`config.mk`:
```
export PLATFORM = sky130hd
export DESIGN_NAME = sw_conditioner
export DESIGN_NICKNAME = d
export VERILOG_FILES = /design/src/rtl/sw_cond_pkg.sv /design/src/rtl/sw_chan.sv /design/src/rtl/sw_conditioner.sv
export SDC_FILE = /design/constraint.sdc
export NUM_CORES = 1
export LEC_CHECK = 0
export BUFFER_PORTS_ARGS = -buffer_cell sky130_fd_sc_hd__buf_2
export CORE_ASPECT_RATIO = 1.75
export CORE_MARGIN = 1
export CORE_UTILIZATION = 35
export CTS_CLUSTER_SIZE = 12
export DETAILED_ROUTE_END_ITERATION = 8
export HOLD_SLACK_MARGIN = 0.08
export PLACE_DENSITY = 0.49
export SETUP_SLACK_MARGIN = 0.02
export SLEW_MARGIN = 30
export SYNTH_ARGS = -nofsm -noshare
export SYNTH_HDL_FRONTEND = slang
export SYNTH_SLANG_ARGS = --single-unit
export TNS_END_PERCENT = 5
```
`constraint.sdc`:
```
create_clock -name clk -period 2.7 [get_ports clk]
set_input_delay 0.405 -clock clk [delete_from_list [all_inputs] [get_ports clk]]
set_output_delay 0.405 -clock clk [all_outputs]
set_load 0.01 [all_outputs]
```
`src/rtl/sw_cond_pkg.sv`:
```
// Shared types and constants for the pushbutton conditioner.
//   NUM_SW      : number of pushbutton channels
//   sw_state_e  : per-channel press/repeat state
//   cnt_width() : counter width that holds 0..n-1 (at least one bit)
package sw_cond_pkg;

  localparam int unsigned NUM_SW = 4;

  typedef enum logic [1:0] {
    IDLE    = 2'd0,
    PRESSED = 2'd1,
    REPEAT  = 2'd2
  } sw_state_e;

  function automatic int unsigned cnt_width(input int unsigned n);
    return (n < 2) ? 1 : $clog2(n);
  endfunction

endpackage

```
`src/rtl/sw_chan.sv`:
```
// One pushbutton channel: 2-flop synchronizer, debounce, press/auto-repeat FSM.
// Ports:
//   clk, rst  : system clock, synchronous active-high reset
//   i_raw     : asynchronous raw pushbutton bit
//   o_pulse   : one-cycle pulse on press and on each auto-repeat
//   o_held    : debounced pressed level
module sw_chan
  import sw_cond_pkg::*;
#(
  parameter int unsigned DEB_CYCLES = 500000,
  parameter int unsigned REP_DELAY  = 25000000,
  parameter int unsigned REP_PERIOD = 5000000,
  parameter bit          REP_EN     = 1'b0,
  parameter bit          ACTIVE_LOW = 1'b1
) (
  input  logic clk,
  input  logic rst,
  input  logic i_raw,
  output logic o_pulse,
  output logic o_held
);

  localparam int unsigned DEB_W    = cnt_width(DEB_CYCLES);
  localparam int unsigned HOLD_MAX = (REP_DELAY > REP_PERIOD) ? REP_DELAY : REP_PERIOD;
  localparam int unsigned HOLD_W   = cnt_width(HOLD_MAX);

  logic              r_sync0;
  logic              r_sync1;
  logic              r_held;
  logic [DEB_W-1:0]  r_deb_cnt;
  sw_state_e         r_state;
  logic [HOLD_W-1:0] r_hold_cnt;
  logic              r_pulse;

  logic              w_held_nxt;
  logic [DEB_W-1:0]  w_deb_nxt;
  logic              w_rise;
  logic              w_fall;
  sw_state_e         w_state_nxt;
  logic [HOLD_W-1:0] w_hold_nxt;
  logic              w_pulse_nxt;

  // Synchronizer; polarity is folded in at the input so a cleared
  // synchronizer reads as "released" and cannot fake a press after reset.
  always_ff @(posedge clk) begin
    if (rst) begin
      r_sync0 <= 1'b0;
      r_sync1 <= 1'b0;
    end else begin
      r_sync0 <= i_raw ^ ACTIVE_LOW;
      r_sync1 <= r_sync0;
    end
  end

  // Debounce: count consecutive cycles the sampled level disagrees with held.
  always_comb begin
    w_held_nxt = r_held;
    w_deb_nxt  = '0;
    if (r_sync1 != r_held) begin
      if (r_deb_cnt == DEB_W'(DEB_CYCLES - 1)) begin
        w_held_nxt = r_sync1;
      end else begin
        w_deb_nxt = r_deb_cnt + DEB_W'(1);
      end
    end
  end

  // Edges taken from the next held value so the press pulse lands with held.
  assign w_rise = w_held_nxt & ~r_held;
  assign w_fall = ~w_held_nxt & r_held;

  // Press / repeat FSM; release is tested first so it beats a due repeat.
  always_comb begin
    w_state_nxt = r_state;
    w_hold_nxt  = r_hold_cnt;
    w_pulse_nxt = 1'b0;
    unique case (r_state)
      IDLE: begin
        w_hold_nxt = '0;
        if (w_rise) begin
          w_state_nxt = PRESSED;
          w_pulse_nxt = 1'b1;
        end
      end
      PRESSED: begin
        if (w_fall) begin
          w_state_nxt = IDLE;
          w_hold_nxt  = '0;
        end else if (r_hold_cnt == HOLD_W'(REP_DELAY - 1)) begin
          // Without repeat enabled the counter just saturates here.
          if (REP_EN) begin
            w_state_nxt = REPEAT;
            w_pulse_nxt = 1'b1;
            w_hold_nxt  = '0;
          end
        end else begin
          w_hold_nxt = r_hold_cnt + HOLD_W'(1);
        end
      end
      REPEAT: begin
        if (w_fall) begin
          w_state_nxt = IDLE;
          w_hold_nxt  = '0;
        end else if (r_hold_cnt == HOLD_W'(REP_PERIOD - 1)) begin
          w_pulse_nxt = 1'b1;
          w_hold_nxt  = '0;
        end else begin
          w_hold_nxt = r_hold_cnt + HOLD_W'(1);
        end
      end
      default: begin
        w_state_nxt = IDLE;
        w_hold_nxt  = '0;
      end
    endcase
  end

  // State, counters and registered outputs.
  always_ff @(posedge clk) begin
    if (rst) begin
      r_held     <= 1'b0;
      r_deb_cnt  <= '0;
      r_state    <= IDLE;
      r_hold_cnt <= '0;
      r_pulse    <= 1'b0;
    end else begin
      r_held     <= w_held_nxt;
      r_deb_cnt  <= w_deb_nxt;
      r_state    <= w_state_nxt;
      r_hold_cnt <= w_hold_nxt;
      r_pulse    <= w_pulse_nxt;
    end
  end

  assign o_pulse = r_pulse;
  assign o_held  = r_held;

endmodule

```
`src/rtl/sw_conditioner.sv`:
```
// Four-channel pushbutton conditioner: debounced levels plus press/repeat pulses.
// Ports:
//   clk, rst      : system clock, synchronous active-high reset
//   i_raw_sw[3:0] : asynchronous raw pushbuttons, channel 0..3
//   o_sw0..o_sw3  : one-cycle press/repeat pulses per channel
//   o_held[3:0]   : debounced pressed level per channel
module sw_conditioner
  import sw_cond_pkg::*;
#(
  parameter int unsigned       DEB_CYCLES = 500000,
  parameter int unsigned       REP_DELAY  = 25000000,
  parameter int unsigned       REP_PERIOD = 5000000,
  parameter logic [NUM_SW-1:0] REP_MASK   = 4'b0110,
  parameter bit                ACTIVE_LOW = 1'b1
) (
  input  logic              clk,
  input  logic              rst,
  input  logic [NUM_SW-1:0] i_raw_sw,
  output logic              o_sw0,
  output logic              o_sw1,
  output logic              o_sw2,
  output logic              o_sw3,
  output logic [NUM_SW-1:0] o_held
);

  logic [NUM_SW-1:0] w_sw;

  for (genvar g = 0; g < NUM_SW; g++) begin : g_chan
    sw_chan #(
      .DEB_CYCLES (DEB_CYCLES),
      .REP_DELAY  (REP_DELAY),
      .REP_PERIOD (REP_PERIOD),
      .REP_EN     (REP_MASK[g]),
      .ACTIVE_LOW (ACTIVE_LOW)
    ) u_chan (
      .clk     (clk),
      .rst     (rst),
      .i_raw   (i_raw_sw[g]),
      .o_pulse (w_sw[g]),
      .o_held  (o_held[g])
    );
  end

  assign o_sw0 = w_sw[0];
  assign o_sw1 = w_sw[1];
  assign o_sw2 = w_sw[2];
  assign o_sw3 = w_sw[3];

endmodule

```
==> reports/qor.yml, run 1 <==
outcome: "finished clean"
tritoncts: "yes"
core-area_mm2: 0.0187
drtAntennaViolNets: 0
tightestPinTransition_ps: 668
synth_compound_area_share_pct: 4.00
timing.final.crit_share_pct: 85.0
cts_hold_buf: 0
yosysSeqAreaShare_pct: 44.3
hp-class: "in -> reg"
powerDensity_mw_per_mm2: 588
worstSetupEndpointType: "flop"
critPathLaunch: "g_chan[2].u_chan.r_hold_cnt[0]"
cts_buffer_depth: 2
syn-num-nets: 779
setup_viol: 0
grt_pass1_vias: 5187
rsz0062_at_grt: "no"
drv_slew: 0
clock_sinks: 148
wl_per_cell_um: 13.1
postCtsSetupBuffers: 0
die_x_um: 107
power_mw: 4.45
ys_warn_count: 0
path_class: "reg -> reg"
hold_viol_final: 0
synth-edff-count: 0
seq_area_mm2: 0.00296
slew_headroom_pct: 55.3
vias: 5225
reg2reg_slack_ps: 400
routed_wl_um: 13500
r2r-start: "g_chan[2].u_chan.r_hold_cnt[0]"
port_buffers: 13
path_clk_slew_ps: 60
hpwl_um: 9720
grt_usage_pct: 15.0
final_cell_mix: "154 x nor2_1, 148 x dfxtp_1, 73 x xor2_1"
peakVddDrop_mv: 0.389
synth_flop_cell: "dfxtp_1"
whs_ps: 122
cp_top_family: "compound AO/OA/AOI/OAI gates"
nFillCells: 1906
cts_buffers: 17
hold_start: "i_raw_sw[2]"
path_cells: "ha_1 > and3_4 > nand3_2 > o41a_1 > o211ai_4 > nor2_1"
finalClockSkew_ps: 9.26
synth_top_family_by_area: "simple AND/OR/NAND/NOR gates"
drive_gt1_share_pct: 8.47
swShare_pct: 23.1
layout.nets: 798
drtPass1Iterations: 4
cts.root.buffer_cell: "clkbuf_16"
synth-xor-area-share_pct: 15.2
htreeDepth: 4
grt_antenna_before_repair: 0
hold-path-endpoint: "g_chan[2].u_chan.r_sync0"
multi_input_area_mm2: 0.00356
synthCells: 759
worstPathArrival_ps: 2580
crit_path_max_fanout: 25
synth_mux_area_share_pct: 0.299
netlist_area_mm2: 0.00669
ys_ff_latch: 148
p_seq_share_pct: 49.4
ctsResizeCount: 0
area_growth_pct: 13.1
vias_per_cell: 5.08
slowest_delay_ps: 600
critPathBufInv: 0
die_h_um: 185
setup_tns_ps: 0
die_area_mm2: 0.0197
crit_required_ps: 2980
antenna_cells: 0
worstReg2RegEnd: "g_chan[2].u_chan.r_hold_cnt[22]"
layout_commonest_cell: "nor2_1"
critPathLaunchType: "flop"
grt_max_degree: 26
switchingPower_mw: 1.03
synth-simple-area-share_pct: 31.0
grt_remaining_overflow: 0
combPwrFrac_pct: 0.8
initial_core_util_pct: 35.9
drt_iter0_markers: 208
clk-insertion-delay-late_ps: 430
cp_slowest_cell: "o211ai_4"
gp_congestion: 0.788
synth-async-reset-ratio_pct: 0
clkPwrFrac_pct: 49.8
holdPathStages: 2
ys_types: 59
cap_violations: 0
p_int_mw: 3.42
postSynthAreaPerCell_um2: 8.82
grt_pass1_wl_um: 23600
p_leak_nw: 2.44
fmax_mhz: 436
min_period_ps: 2300
yosys.area_share.adder_pct: 2.62
rr_worst_depth: 6
drc: 0
rows: 66
pin_count: 14
==> area by class of cell <==
class / instances / area share (%)
multi-input cells: 571 / 47.1
clock buffers: 18 / 5.80
inverters: 20 / 0.992
well taps: 238 / 3.93
repair buffers: 20 / 1.55
clock inverters: 14 / 1.50
flip-flops and latches: 148 / 39.1
==> power by group through the flow <==
stage	logic, mW	clock network [mW]	registers [mW]
final	0.0361	2.22	2.20
after global routing	0.0408	2.40	2.20
after CTS	0.0368	2.30	2.20
after detailed placement	0.0367	0	2.25
after global placement	0.0354	0	2.25
after floorplan	0.0248	0	2.24
==> worst register-to-register path, cell delays in order (launching register included) <==
cell      delay [ps]
dfxtp_1          380
ha_1             220
and3_4           210
nand3_2          140
o41a_1           480
o211ai_4         600
nor2_1           130
==> logic make-up after synthesis <==
family          Yosys count
buf+inv                  40
xor+xnor                116
flops                   148
fa+ha+maj                14
compound gates           36
mux                       2
simple gates            403
==> state kept, by name (all words and copies together), names as in the netlist <==
| register | count |
|---|---|
| g_chan.u_chan.r_hold_cnt | 50 |
| g_chan.u_chan.r_state | 6 |
| g_chan.u_chan.r_deb_cnt | 76 |
| g_chan.u_chan.r_sync1 | 4 |
| g_chan.u_chan.o_pulse | 4 |
| g_chan.u_chan.r_sync0 | 4 |
| g_chan.u_chan.o_held | 4 |
==> synth_stat cells, drive strengths merged, types with 10 or more instances <==
master	n	area, µm²
nand3	63	325
nand2	38	143
nor3	16	85.1
xor2	73	639
xnor2	43	377
inv	20	75.1
buf	13	73.8
and3	25	163
nor4	15	100
and4	10	87.6
dfxtp	148	2960
ha	14	175
nor2	154	578
nand4	33	206
==> routing by layer <==
layer  track usage, %  vias to the layer above  part of all wire [%]
met5                0                        -                     0
met4             6.19                        0                   2.1
met3             3.91                       18                   2.6
met2             27.6                       45                    53
met1             16.1                     2499                    43
li1                 -                     2663                     -
==> how the worst max path moves through the flow <==
stage | cells after the start | endpoint
2_1_floorplan | 6 | g_chan[2].u_chan.r_state[0]
5_1_grt | 6 | g_chan[2].u_chan.r_hold_cnt[22]
3_5_place_dp | 6 | g_chan[2].u_chan.r_hold_cnt[10]
4_1_cts | 6 | g_chan[2].u_chan.r_hold_cnt[22]
3_3_place_gp | 6 | g_chan[2].u_chan.r_hold_cnt[22]
6_report | 6 | g_chan[2].u_chan.r_hold_cnt[22]
==> stage by stage <==
step | worst slack (ps) | instances | cell area [µm²] | utilization [%]
final | 405 | 1029 | 7570 | 40.6
after global routing | 195 | 1029 | 7570 | 40.6
after global placement | 267 | 997 | 7010 | 37.6
after CTS | 143 | 1029 | 7560 | 40.5
after floorplan | 663 | 759 | 6690 | -
after detailed placement | 148 | 997 | 7010 | 37.6
(Power assumes the default switching activity.)
==> run 2, diff against run 1 <==
CELL_PAD_IN_SITES_DETAIL_PLACEMENT = 1   (was unset)
CELL_PAD_IN_SITES_GLOBAL_PLACEMENT = 1   (was unset)
CORE_ASPECT_RATIO = 1.4   (was 1.75)
PLACE_DENSITY = 0.6   (was 0.49)
==> reports/qor.yml, run 2 (synthesis results as in run 1) <==
outcome: "finished clean"
setup_slack_ps: 377
slowest_delay_ps: 610
hold_start: "i_raw_sw[2]"
fmax_mhz: 431
rr_worst_depth: 6
setup_tns_ps: 0
peakVddDrop_mv: 0.393
finalClockSkew_ps: 11.4
cp_top_family: "compound AO/OA/AOI/OAI gates"
clk-insertion-delay-late_ps: 420
htreeDepth: 4
p_leak_nw: 2.47
drtAntennaViolNets: 0
cts_hold_buf: 0
critical_path_depth: 6
crit_path_max_fanout: 25
ctsResizeCount: 0
reg2reg_slack_ps: 380
die_area_mm2: 0.0197
nFillCells: 2181
powerDensity_mw_per_mm2: 613
die_h_um: 166
min_period_ps: 2320
crit_required_ps: 2970
cp_slowest_cell: "o211ai_4"
drv_slew: 0
worstPathArrival_ps: 2600
tritoncts: "yes"
rsz0062_at_grt: "no"
hp-class: "in -> reg"
cap_violations: 0
critPathLaunch: "g_chan[2].u_chan.r_hold_cnt[0]"
drive_gt1_share_pct: 8.35
drt_iter0_markers: 207
tightestPinTransition_ps: 717
pin_count: 14
grt_pass1_vias: 5442
rows: 59
cts.root.buffer_cell: "clkbuf_16"
gp_congestion: 0.756
multi_input_area_mm2: 0.00356
grt_antenna_before_repair: 0
reg_top3: "g_chan.u_chan.r_deb_cnt (76), g_chan.u_chan.r_hold_cnt (50), g_chan.u_chan.r_state (6)"
core-area_mm2: 0.0187
worstReg2RegEnd: "g_chan[2].u_chan.r_hold_cnt[2]"
grt_remaining_overflow: 0
worstSetupEndpointType: "flop"
layout_commonest_cell: "nor2_1"
vias: 5249
grt_pass1_wl_um: 25900
hold_viol_final: 0
routed_wl_um: 14800
clock_sinks: 148
seq_area_mm2: 0.00296
grt_usage_pct: 16.1
drc: 0
critPathBufInv: 0
path_cells: "ha_1 > and3_4 > nand3_2 > o41a_1 > o211ai_4 > nor2_1"
hpwl_um: 10600
cp-endpoint: "g_chan[2].u_chan.r_hold_cnt[2]"
final_cell_mix: "154 x nor2_1, 148 x dfxtp_1, 73 x xor2_1"
cts_buffers: 17
port_buffers: 13
grt_max_degree: 26
area_growth_pct: 14.0
cts_buffer_depth: 2
critPathLaunchType: "flop"
regMostFlops: "g_chan.u_chan.r_deb_cnt"
slew_headroom_pct: 51.8
path_clk_slew_ps: 60
path_class: "reg -> reg"
postCtsSetupBuffers: 0
vias_per_cell: 5.08
layout.nets: 798
place_ws_ps: 359
wl_per_cell_um: 14.3
setup_viol: 0
r2r-start: "g_chan[2].u_chan.r_hold_cnt[0]"
initial_core_util_pct: 35.8
die_x_um: 119
largest_reg_flops: 76
antenna_cells: 0
drtPass1Iterations: 4
timing.final.crit_share_pct: 86.0
[run 2: where the power goes]
part	leakage (nW)	internal, mW	switching, mW
Combinational	0.980	0.0110	0.0248
Clock	0.295	1.50	0.943
Sequential	1.19	2.19	0.00598
Total	2.47	3.70	0.973
[run 2: worst min path at each step]
stage / end / slack, ps / cells past startpoint
after floorplan: g_chan[3].u_chan.o_pulse / 410 / 1
after global placement: g_chan[3].u_chan.r_sync1 / 420 / 1
after detailed placement: g_chan[3].u_chan.r_sync1 / 430 / 1
after CTS: g_chan[2].u_chan.r_sync0 / 110 / 2
after global routing: g_chan[2].u_chan.r_sync0 / 120 / 2
final: g_chan[2].u_chan.r_sync0 / 130 / 2
[run 2: routing by layer]
layer,GRT usage (%),vias up,share of wire (%)
met5,0,-,0
met4,5.72,0,1.4
met3,3.55,20,2.1
met2,29.0,38,52
met1,18.5,2540,45
li1,-,2651,-
[run 2: per-stage QoR]
stage	cell area, µm²	cells	hold slack [ps]	power [mW]	utilization [%]
global placement	7020	1003	419	2.28	37.6
global route	7630	1034	120	4.84	40.9
finish	7630	1034	132	4.68	40.9
floorplan	6690	759	412	2.27	-
CTS	7630	1034	113	4.75	40.9
detailed placement	7020	1003	426	2.28	37.6
[run 2: area by class of cell]
class                   instances  area share (%)
well taps                     244            4.00
inverters                      20           0.984
repair buffers                 20            1.54
multi-input cells             571            46.7
clock buffers                  19            5.93
flip-flops and latches        148            38.8
clock inverters                12            2.03
[run 2: worst register-to-register path, delay by kind of cell (launching register included)]
family / cells / cell delay, ps
simple gates: 3 / 490
compound gates: 2 / 1080
flops: 1 / 380
fa+ha+maj: 1 / 230
